**src/rtl/hazard_ctrl_pkg.sv**
```systemverilog
// hazard_ctrl_pkg
// Shared definitions for the hazard controller:
//   - register-index and counter widths
//   - EX operand forwarding select encodings
//   - data-memory handshake FSM state encoding
//   - saturating increment helper for the optional perf counters
package hazard_ctrl_pkg;

  localparam int REG_W = 5;
  localparam int CNT_W = 32;

  // EX operand select encodings
  localparam logic [1:0] FWD_RF  = 2'b00;  // register file
  localparam logic [1:0] FWD_WB  = 2'b01;  // WB result
  localparam logic [1:0] FWD_MEM = 2'b10;  // MEM ALU result

  // Data-memory handshake FSM
  typedef enum logic {
    IDLE = 1'b0,
    WAIT = 1'b1
  } mem_state_e;

  // Increment that sticks at all-ones instead of wrapping
  function automatic logic [CNT_W-1:0] sat_inc(input logic [CNT_W-1:0] v);
    if (v == {CNT_W{1'b1}}) begin
      return v;
    end else begin
      return v + {{(CNT_W-1){1'b0}}, 1'b1};
    end
  endfunction

endpackage

```
**src/rtl/hazard_ctrl_if.sv**
```systemverilog
// hazard_ctrl_if
// Bundles every pipeline-side and data-memory-side signal of the hazard
// controller. clk/rst_n are kept outside as plain ports.
//   master : view of the controller (pipeline info in, stall/flush/fwd out)
//   slave  : view of the pipeline / memory environment driving the controller
// Optional macro HAZARD_PERF_EN adds perf_stall_cycles / perf_flushes.
interface hazard_ctrl_if;
  import hazard_ctrl_pkg::*;

  logic [REG_W-1:0] Rs1D, Rs2D;
  logic [REG_W-1:0] Rs1E, Rs2E, RdE;
  logic             LoadE;
  logic             PCSrcE;
  logic [REG_W-1:0] RdM, RdW;
  logic             RegWriteM, RegWriteW;
  logic             MemAccessM;
  logic             dmem_ack;
  logic             dmem_req;
  logic             StallF, StallD, StallE, StallM;
  logic             FlushD, FlushE, FlushW;
  logic [1:0]       ForwardAE, ForwardBE;
`ifdef HAZARD_PERF_EN
  logic [CNT_W-1:0] perf_stall_cycles;
  logic [CNT_W-1:0] perf_flushes;

  modport master (
    input  Rs1D, Rs2D, Rs1E, Rs2E, RdE, LoadE, PCSrcE, RdM, RdW,
           RegWriteM, RegWriteW, MemAccessM, dmem_ack,
    output dmem_req, StallF, StallD, StallE, StallM, FlushD, FlushE, FlushW,
           ForwardAE, ForwardBE, perf_stall_cycles, perf_flushes
  );

  modport slave (
    output Rs1D, Rs2D, Rs1E, Rs2E, RdE, LoadE, PCSrcE, RdM, RdW,
           RegWriteM, RegWriteW, MemAccessM, dmem_ack,
    input  dmem_req, StallF, StallD, StallE, StallM, FlushD, FlushE, FlushW,
           ForwardAE, ForwardBE, perf_stall_cycles, perf_flushes
  );
`else
  modport master (
    input  Rs1D, Rs2D, Rs1E, Rs2E, RdE, LoadE, PCSrcE, RdM, RdW,
           RegWriteM, RegWriteW, MemAccessM, dmem_ack,
    output dmem_req, StallF, StallD, StallE, StallM, FlushD, FlushE, FlushW,
           ForwardAE, ForwardBE
  );

  modport slave (
    output Rs1D, Rs2D, Rs1E, Rs2E, RdE, LoadE, PCSrcE, RdM, RdW,
           RegWriteM, RegWriteW, MemAccessM, dmem_ack,
    input  dmem_req, StallF, StallD, StallE, StallM, FlushD, FlushE, FlushW,
           ForwardAE, ForwardBE
  );
`endif

endinterface

```
**src/rtl/hazard_ctrl_forward.sv**
```systemverilog
// hazard_forward
// Combinational forwarding comparator for one EX source operand.
// Ports:
//   i_rs_e        : source register in EXECUTE
//   i_rd_m/i_rd_w : destinations in MEMORY / WRITEBACK
//   i_reg_write_m/i_reg_write_w : write enables in MEMORY / WRITEBACK
//   o_fwd         : operand select (FWD_RF / FWD_WB / FWD_MEM)
module hazard_forward
  import hazard_ctrl_pkg::*;
(
  input  logic [REG_W-1:0] i_rs_e,
  input  logic [REG_W-1:0] i_rd_m,
  input  logic [REG_W-1:0] i_rd_w,
  input  logic             i_reg_write_m,
  input  logic             i_reg_write_w,
  output logic [1:0]       o_fwd
);

  // Select the youngest in-flight producer; x0 is never forwarded
  always_comb begin
    o_fwd = FWD_RF;
    if (i_reg_write_m && (i_rd_m != 5'd0) && (i_rd_m == i_rs_e)) begin
      o_fwd = FWD_MEM;
    end else if (i_reg_write_w && (i_rd_w != 5'd0) && (i_rd_w == i_rs_e)) begin
      o_fwd = FWD_WB;
    end else begin
      o_fwd = FWD_RF;
    end
  end

endmodule

```
**src/rtl/hazard_ctrl.sv**
```systemverilog
// hazard_ctrl
// Hazard and sequencing controller for the 5-stage RISC-V pipeline: latch
// stall/flush control, EX operand forwarding selects and the data-memory
// request/acknowledge handshake for the instruction in MEM.
// Ports:
//   clk   : pipeline clock, rising edge
//   rst_n : asynchronous active-low reset
//   bus   : hazard_ctrl_if.master (pipeline hazard info, dmem handshake,
//           stall/flush/forward outputs, optional perf counters)
// Optional macro HAZARD_PERF_EN: adds saturating stall-cycle and flush-cycle
// counters on bus.perf_stall_cycles / bus.perf_flushes.
// All control outputs are combinational; only the FSM state and the perf
// counters are registered. While rst_n is low the outputs take their reset
// values immediately (flushes high, everything else low).
module hazard_ctrl
  import hazard_ctrl_pkg::*;
(
  input  logic          clk,
  input  logic          rst_n,
  hazard_ctrl_if.master bus
);

  mem_state_e r_state;
  mem_state_e w_state_nxt;
  logic       w_mem_req;
  logic       w_mem_stall;
  logic       w_lw_stall;
  logic [1:0] w_fwd_a;
  logic [1:0] w_fwd_b;
  logic       w_stall_f, w_stall_d, w_stall_e, w_stall_m;
  logic       w_flush_d, w_flush_e, w_flush_w;
  logic       w_dmem_req;
  logic [1:0] w_fwd_a_out, w_fwd_b_out;

  hazard_forward u_fwd_a (
    .i_rs_e        (bus.Rs1E),
    .i_rd_m        (bus.RdM),
    .i_rd_w        (bus.RdW),
    .i_reg_write_m (bus.RegWriteM),
    .i_reg_write_w (bus.RegWriteW),
    .o_fwd         (w_fwd_a)
  );

  hazard_forward u_fwd_b (
    .i_rs_e        (bus.Rs2E),
    .i_rd_m        (bus.RdM),
    .i_rd_w        (bus.RdW),
    .i_reg_write_m (bus.RegWriteM),
    .i_reg_write_w (bus.RegWriteW),
    .o_fwd         (w_fwd_b)
  );

  // Memory FSM state register
  always_ff @(posedge clk or negedge rst_n) begin
    if (!rst_n) begin
      r_state <= IDLE;
    end else begin
      r_state <= w_state_nxt;
    end
  end

  // Memory FSM next state, request and memory stall.
  // The ack cycle itself is not a stall so the pipeline advances on that edge;
  // leaving WAIT only on ack means the request is issued exactly once.
  always_comb begin
    w_state_nxt = r_state;
    w_mem_req   = 1'b0;
    w_mem_stall = 1'b0;
    case (r_state)
      IDLE: begin
        if (bus.MemAccessM) begin
          w_mem_req = 1'b1;
          if (bus.dmem_ack) begin
            w_state_nxt = IDLE;
          end else begin
            w_mem_stall = 1'b1;
            w_state_nxt = WAIT;
          end
        end else begin
          w_state_nxt = IDLE;
        end
      end
      WAIT: begin
        w_mem_req = 1'b1;
        if (bus.dmem_ack) begin
          w_state_nxt = IDLE;
        end else begin
          w_mem_stall = 1'b1;
          w_state_nxt = WAIT;
        end
      end
      default: begin
        w_state_nxt = IDLE;
      end
    endcase
  end

  assign w_lw_stall = bus.LoadE && (bus.RdE != 5'd0) &&
                      ((bus.RdE == bus.Rs1D) || (bus.RdE == bus.Rs2D));

  // Stall/flush priority: memory stall, then redirect, then load-use bubble.
  // A held EX keeps PCSrcE/load-use alive, so they resolve after the memory stall.
  always_comb begin
    w_stall_f  = 1'b0;
    w_stall_d  = 1'b0;
    w_stall_e  = 1'b0;
    w_stall_m  = 1'b0;
    w_flush_d  = 1'b0;
    w_flush_e  = 1'b0;
    w_flush_w  = 1'b0;
    w_dmem_req = 1'b0;
    w_fwd_a_out = FWD_RF;
    w_fwd_b_out = FWD_RF;
    if (!rst_n) begin
      w_flush_d = 1'b1;
      w_flush_e = 1'b1;
      w_flush_w = 1'b1;
    end else begin
      w_dmem_req  = w_mem_req;
      w_fwd_a_out = w_fwd_a;
      w_fwd_b_out = w_fwd_b;
      if (w_mem_stall) begin
        w_stall_f = 1'b1;
        w_stall_d = 1'b1;
        w_stall_e = 1'b1;
        w_stall_m = 1'b1;
        w_flush_w = 1'b1;  // M/W gets a bubble while MEM is held
      end else if (bus.PCSrcE) begin
        w_flush_d = 1'b1;
        w_flush_e = 1'b1;
      end else if (w_lw_stall) begin
        w_stall_f = 1'b1;
        w_stall_d = 1'b1;
        w_flush_e = 1'b1;
      end else begin
        w_flush_w = 1'b0;
      end
    end
  end

  assign bus.dmem_req  = w_dmem_req;
  assign bus.StallF    = w_stall_f;
  assign bus.StallD    = w_stall_d;
  assign bus.StallE    = w_stall_e;
  assign bus.StallM    = w_stall_m;
  assign bus.FlushD    = w_flush_d;
  assign bus.FlushE    = w_flush_e;
  assign bus.FlushW    = w_flush_w;
  assign bus.ForwardAE = w_fwd_a_out;
  assign bus.ForwardBE = w_fwd_b_out;

`ifdef HAZARD_PERF_EN
  logic [CNT_W-1:0] r_perf_stall;
  logic [CNT_W-1:0] r_perf_flush;
  logic             w_any_stall;
  logic             w_any_flush;

  assign w_any_stall = w_stall_f | w_stall_d | w_stall_e | w_stall_m;
  assign w_any_flush = w_flush_d | w_flush_e;

  // Saturating stall-cycle and flush-cycle counters
  always_ff @(posedge clk or negedge rst_n) begin
    if (!rst_n) begin
      r_perf_stall <= {CNT_W{1'b0}};
      r_perf_flush <= {CNT_W{1'b0}};
    end else begin
      if (w_any_stall) begin
        r_perf_stall <= sat_inc(r_perf_stall);
      end else begin
        r_perf_stall <= r_perf_stall;
      end
      if (w_any_flush) begin
        r_perf_flush <= sat_inc(r_perf_flush);
      end else begin
        r_perf_flush <= r_perf_flush;
      end
    end
  end

  assign bus.perf_stall_cycles = r_perf_stall;
  assign bus.perf_flushes      = r_perf_flush;
`endif

endmodule

```
**src/flat_wrapper.sv**
```systemverilog
// flat-port wrapper written by rule: the top's interface ports become plain ports
module hazard_ctrl_flat import hazard_ctrl_pkg::*;
  (clk, rst_n, bus_Rs1D, bus_Rs2D, bus_Rs1E, bus_Rs2E, bus_RdE, bus_LoadE, bus_PCSrcE, bus_RdM, bus_RdW, bus_RegWriteM, bus_RegWriteW, bus_MemAccessM, bus_dmem_ack, bus_dmem_req, bus_StallF, bus_StallD, bus_StallE, bus_StallM, bus_FlushD, bus_FlushE, bus_FlushW, bus_ForwardAE, bus_ForwardBE);
  hazard_ctrl_if bus_i ();
  input  logic clk;
  input  logic rst_n;
  input wire logic [$bits(bus_i.Rs1D)-1:0] bus_Rs1D;
  input wire logic [$bits(bus_i.Rs2D)-1:0] bus_Rs2D;
  input wire logic [$bits(bus_i.Rs1E)-1:0] bus_Rs1E;
  input wire logic [$bits(bus_i.Rs2E)-1:0] bus_Rs2E;
  input wire logic [$bits(bus_i.RdE)-1:0] bus_RdE;
  input wire logic [$bits(bus_i.LoadE)-1:0] bus_LoadE;
  input wire logic [$bits(bus_i.PCSrcE)-1:0] bus_PCSrcE;
  input wire logic [$bits(bus_i.RdM)-1:0] bus_RdM;
  input wire logic [$bits(bus_i.RdW)-1:0] bus_RdW;
  input wire logic [$bits(bus_i.RegWriteM)-1:0] bus_RegWriteM;
  input wire logic [$bits(bus_i.RegWriteW)-1:0] bus_RegWriteW;
  input wire logic [$bits(bus_i.MemAccessM)-1:0] bus_MemAccessM;
  input wire logic [$bits(bus_i.dmem_ack)-1:0] bus_dmem_ack;
  output wire logic [$bits(bus_i.dmem_req)-1:0] bus_dmem_req;
  output wire logic [$bits(bus_i.StallF)-1:0] bus_StallF;
  output wire logic [$bits(bus_i.StallD)-1:0] bus_StallD;
  output wire logic [$bits(bus_i.StallE)-1:0] bus_StallE;
  output wire logic [$bits(bus_i.StallM)-1:0] bus_StallM;
  output wire logic [$bits(bus_i.FlushD)-1:0] bus_FlushD;
  output wire logic [$bits(bus_i.FlushE)-1:0] bus_FlushE;
  output wire logic [$bits(bus_i.FlushW)-1:0] bus_FlushW;
  output wire logic [$bits(bus_i.ForwardAE)-1:0] bus_ForwardAE;
  output wire logic [$bits(bus_i.ForwardBE)-1:0] bus_ForwardBE;
  assign bus_i.Rs1D = bus_Rs1D;
  assign bus_i.Rs2D = bus_Rs2D;
  assign bus_i.Rs1E = bus_Rs1E;
  assign bus_i.Rs2E = bus_Rs2E;
  assign bus_i.RdE = bus_RdE;
  assign bus_i.LoadE = bus_LoadE;
  assign bus_i.PCSrcE = bus_PCSrcE;
  assign bus_i.RdM = bus_RdM;
  assign bus_i.RdW = bus_RdW;
  assign bus_i.RegWriteM = bus_RegWriteM;
  assign bus_i.RegWriteW = bus_RegWriteW;
  assign bus_i.MemAccessM = bus_MemAccessM;
  assign bus_i.dmem_ack = bus_dmem_ack;
  assign bus_dmem_req = bus_i.dmem_req;
  assign bus_StallF = bus_i.StallF;
  assign bus_StallD = bus_i.StallD;
  assign bus_StallE = bus_i.StallE;
  assign bus_StallM = bus_i.StallM;
  assign bus_FlushD = bus_i.FlushD;
  assign bus_FlushE = bus_i.FlushE;
  assign bus_FlushW = bus_i.FlushW;
  assign bus_ForwardAE = bus_i.ForwardAE;
  assign bus_ForwardBE = bus_i.ForwardBE;
  hazard_ctrl u_core (.clk(clk), .rst_n(rst_n), .bus(bus_i));
endmodule
```
**config.mk**
```make
export PLATFORM = sky130hd
export DESIGN_NAME = hazard_ctrl_flat
export DESIGN_NICKNAME = d
export VERILOG_FILES = /design/src/rtl/hazard_ctrl_pkg.sv /design/src/rtl/hazard_ctrl_if.sv /design/src/rtl/hazard_ctrl_forward.sv /design/src/rtl/hazard_ctrl.sv /design/src/flat_wrapper.sv
export SDC_FILE = /design/constraint.sdc
export NUM_CORES = 1
export LEC_CHECK = 0
export BUFFER_PORTS_ARGS = -buffer_cell sky130_fd_sc_hd__buf_2
export CORE_MARGIN = 2
export CORE_UTILIZATION = 33
export DETAILED_ROUTE_END_ITERATION = 7
export GPL_TIMING_DRIVEN = 1
export PLACE_DENSITY = 0.77
export SETUP_SLACK_MARGIN = 0.05
export SLEW_MARGIN = 40
export SYNTH_ARGS = -nofsm -noshare
export SYNTH_HDL_FRONTEND = slang
export SYNTH_SLANG_ARGS = --single-unit
```
**constraint.sdc**
```tcl
create_clock -name clk -period 1 [get_ports clk]
set_input_delay 0 -clock clk [delete_from_list [all_inputs] [get_ports clk]]
set_output_delay 0 -clock clk [all_outputs]
set_load 0.02 [all_outputs]
```
Word-level counts from Yosys, hierarchy flattened. Index checks and enable logic that the tools add are counted. Widths: inputs -> output; s select.

Bitwise gates (word level): 1. Muxes and demuxes: 25. Reductions and logical operators: 12. Eq/ne operators: 6.

Operator list (number): $eq 5x5->1 (6); $mux 1 (19); $reduce_bool 5->1 (3); $logic_and 1x1->1 (8); $mux 2 (4); $pmux 1 s2 (2); $logic_or 1x1->1 (1); $not 1->1 (1).

Flip-flop bits (word level): 1. Word-level logic and storage cells: 45. Input port bits: 43.

Depth between registers and ports, before layout.
Depth after elaboration: 7. Gate-level depth with buffers: 5. Mapped depth without buffers: 4.

By module. From an unflattened synthesis, not the netlist that was laid out.

Cells, all modules: 75. Area, all modules: 561.8 um^2.

Modules (own cells, without submodules): hazard_forward (sequential area each 0.0 um^2, area each 151.4 um^2, cells each 20, times used 2); hazard_ctrl (sequential area each 25.0 um^2, area each 259.0 um^2, cells each 35, times used 1).

Least setup slack after synthesis. Ideal clock, no wire load.

Path type: flip-flop to output port. Start: register u_core.r_state. End: output bus_StallF. Arrival time: 1.588 ns. Stages on the path, launching flop included: 6. Buffers on the path: 1. Slack: -0.588 ns. Cells stage by stage: dfrtp_1 -> o21bai_1 -> nand2_1 -> nand2_1 -> o31ai_1 -> buf_4.

Word-level cells in the longest chain between the ends: 4.

Ends and longest elaborated chain: from (decl) (RTL line hazard_ctrl.sv:23) `mem_state_e r_state;`; from (signal assigned) (RTL line hazard_ctrl.sv:58) `r_state <= w_state_nxt;`; $not 1->1 (RTL line hazard_ctrl.sv:69) `case (r_state)`; $pmux 1 s2 * (RTL line hazard_ctrl.sv:69); $mux 1 * (2 in series); to (decl) (RTL line flat_wrapper.sv:21) `output wire logic [$bits(bus_i.StallF)-1:0] bus_StallF;`.

Mark *: on every way between the ends. The rest lies on a longest branch, timed or not.

Worst setup path after layout.
Start: input bus_Rs1E[2]. End: output bus_ForwardAE[0].

Word-level cells in the longest chain between the ends: 5. Elaborated cells on any way between the ends: 7.

Ends and longest elaborated chain: from (decl) (RTL line flat_wrapper.sv:9) `input wire logic [$bits(bus_i.Rs1E)-1:0] bus_Rs1E;`; $eq 5x5->1 (RTL line hazard_ctrl_forward.sv:24) `end else if (i_reg_write_w && (i_rd_w != 5'd0) && (i_rd_w == i_rs_e)) begin`; $logic_and 1x1->1 (RTL line hazard_ctrl_forward.sv:24); $mux 1 (RTL line hazard_ctrl_forward.sv:24); $mux 2 * (RTL line hazard_ctrl_forward.sv:22) `if (i_reg_write_m && (i_rd_m != 5'd0) && (i_rd_m == i_rs_e)) begin`; $mux 2 * (RTL line hazard_ctrl.sv:114) `if (!rst_n) begin`; to (decl) (RTL line flat_wrapper.sv:28) `output wire logic [$bits(bus_i.ForwardAE)-1:0] bus_ForwardAE;`.

Marked as above.

==> results.sh <==
export IMPL_status="finished with violations"
export IMPL_fmax_mhz=800
export IMPL_slew_violations=0
export IMPL_grt_max_degree=9
export IMPL_layout_setup_ws_ps=-250
export IMPL_ios=55
export IMPL_worst_path_buf_inv=2
export IMPL_syn_nets=109
export IMPL_finClkSkew_ps=0
export IMPL_path_clk_slew_ps=0
export IMPL_cp_startpoint="bus_Rs1E[2]"
export IMPL_synth_top_cell_by_area="xor2_1"
export IMPL_synth_cells=66
export IMPL_rsz0062_at_grt="true"
export IMPL_antenna_found_initial=0
export IMPL_wirelength_um=1990
export IMPL_regToRegStartpoint="u_core.r_state"
export IMPL_vias=757
export IMPL_grt_overflow=0
export IMPL_fin_cells=153
export IMPL_crit_path_start_kind="primary input"
export IMPL_yosys_register_bits=1
export IMPL_place_gp_congestion=0.867
export IMPL_critPathMaxFanout=2
export IMPL_reg_top3="u_core.r_state: 1 flops"
export IMPL_top_register="u_core.r_state"
export IMPL_nets=182
export IMPL_min_delay_start="bus_MemAccessM"
export IMPL_antenna_cells=0
export IMPL_fin_crit_ps=1250
export IMPL_slew_headroom_pct=78.9
export IMPL_stdcell_area_mm2=0.00111
export IMPL_power_density_mw_per_mm2=470
export IMPL_syn_cell_area_um2=499
export IMPL_die_area_mm2=0.00184
export IMPL_violations="negative setup slack"
export IMPL_hpwl_um=1560
export IMPL_hold_class="in2reg"
export IMPL_worstSetupEndpointType="primary output"
export IMPL_cp_data_required_time_ps=1000
export IMPL_synth_distinct_cells=22
export IMPL_clk_latency_ps=0
export IMPL_filler_cell_count=115
export IMPL_yosysSeqAreaShare_pct=5.01
export IMPL_tightestPinTransition_ps=314
export IMPL_drc_errors=0
export IMPL_drive_gt1_share_pct=65.7
export IMPL_hold_violations=0
export IMPL_synth_top_area_share_pct=38.6
export IMPL_place_inst=150
export IMPL_setup_viol=7
export IMPL_post_route_period_util_pct=125
export IMPL_path_cells="buf_2, xor2_1, or4_4, nor4_4, buf_4"
export IMPL_fin_total_pwr_mw=0.520
export IMPL_path_delay_family="simple AND/OR/NAND/NOR gates"
export IMPL_critPathKind="in2out"
export IMPL_first_iter_violations=1
export IMPL_die_height_um=42.9
export IMPL_grt_pass1_vias=786
export IMPL_slowest_stage="or4_4"
export IMPL_port_buffers=54
export IMPL_yosysWarnings=0
export IMPL_synth_area_leaders="xor2_1 39%, xnor2_1 14%, or4_1 6.0%, dfrtp_1 5.0%, nor3_1 4.0%"
export IMPL_grt_pass1_wl_um=3410
export IMPL_holdWs_ps=294
export IMPL_syn_to_final_growth_pct=122
export IMPL_worst_ep_arrival_time_ps=1250
export IMPL_largest_register_ffs=1
export IMPL_start_util_pct=34.3
export IMPL_drt_pass1_iterations=2
export IMPL_power_leakage_nw=0.536
export IMPL_placed_area_um2=953
export IMPL_postRouteAntennaNets=0
export IMPL_fp_dieW_um=42.9
export IMPL_cap_violations=0
export IMPL_track_usage_pct=23.9
export IMPL_num_rows=14
export IMPL_critPathMaxStageDelay_ps=540
export IMPL_coreArea_mm2=0.00145
export IMPL_synth_area_per_cell_um2=7.56
export IMPL_vias_per_cell=4.95
export IMPL_vdd_drop_max_mv=0.211
export IMPL_wl_per_cell_um=13.0
export IMPL_place_worst_setup_slack_ps=-274
## logic make-up (layout without fill, tap and decap cells)
group                  Yosys count  in the layout  share of synthesized area (%)
AO/OA/AOI/OAI                    7              7                           10.5
buffers and inverters            4             75                           4.51
AND/OR/NAND/NOR                 24             24                           27.3
XOR/XNOR                        30             30                           52.6
flip-flops                       1              1                           5.01
## stage by stage
stage | setup TNS [ps] | utilization [%]
3_3_place_gp | -1370 | 65.6
5_1_grt | -1550 | 76.1
4_1_cts | -1300 | 74.0
6_report | -1300 | 76.1
2_1_floorplan | -373 | -
3_5_place_dp | -1530 | 65.6
## Yosys cell counts
cell type,n
a22oi_1,1
and2_1,1
and2_2,1
buf_4,2
dfrtp_1,1
inv_1,2
nand2_1,4
nand3_1,3
nor2_1,3
nor2b_1,1
nor3_1,4
nor4_1,2
nor4_2,1
o211ai_1,1
o21ai_0,1
o21ai_2,1
o21bai_1,1
o311ai_0,1
o31ai_1,1
or4_1,4
xnor2_1,8
xor2_1,22
## worst min-delay path, stage by stage
cell	delay, ps
buf_2	100
o21bai_2	70
inv_2	80
## final timing paths
check                                   endpoint  slack [ps]  depth (start not counted)
worst max register to register    u_core.r_state         250                          2
min in group asynchronous         u_core.r_state         500                          3
worst min register to register    u_core.r_state         560                          2
max in group asynchronous         u_core.r_state         400                          3
worst min-delay path              u_core.r_state         290                          3
worst max-delay path            bus_ForwardAE[0]        -250                          5
## cell type report
| type | count | area, um^2 | share of cell area [%] |
|---|---|---|---|
| repair buffers | 73 | 488 | 44.1 |
| multi-input cells | 61 | 563 | 50.9 |
| flip-flops and latches | 1 | 25.0 | 2.26 |
| inverters | 2 | 10.0 | 0.905 |
| well taps | 16 | 20.0 | 1.81 |
## metal layers
layer / wire length [um] / up-vias / GRT usage, %
met5: 0 / - / 0
met3: 90 / 4 / 1.28
met1: 650 / 357 / 24.7
met4: 46 / 0 / 4.38
li1: - / 372 / -
met2: 1210 / 24 / 50.6
## layout by cell type, fill, tap and decap left out
cell type      instances
nand3_1                3
o311ai_2               1
buf_6                 10
inv_4                  1
nand2_4                2
o21ai_4                1
o211ai_1               1
buf_2                 40
nand2_1                1
o21bai_2               1
or4_4                  3
nor2_1                 3
xnor2_1                8
dfrtp_1                1
a22oi_2                1
nand2_2                1
xor2_1                22
nor4_4                 3
or4_1                  1
nor3_2                 1
o21ai_1                1
and2_1                 1
buf_4                 22
inv_2                  1
and2_4                 1
nor3_1                 3
o31ai_4                1
nor2b_1                1
dlygate4sd3_1          1
## what timing repair did
item / CTS / global route
buffers inserted: 2 / 0
pin swaps: 7 / 9
gates resized for setup: 23 / 10
hold buffers: 1 / 0
endpoints found under the hold margin: 1 / 0
endpoints found under the setup margin: 8 / 10
## report_power, final
group	switching, mW	total, mW	leakage (nW)	internal, mW
logic	0.231	0.474	0.523	0.243
registers	0.00186	0.0458	0.0125	0.0440
clock network	0	0	0	0
total	0.233	0.520	0.536	0.287
(Power assumes the default switching activity.)
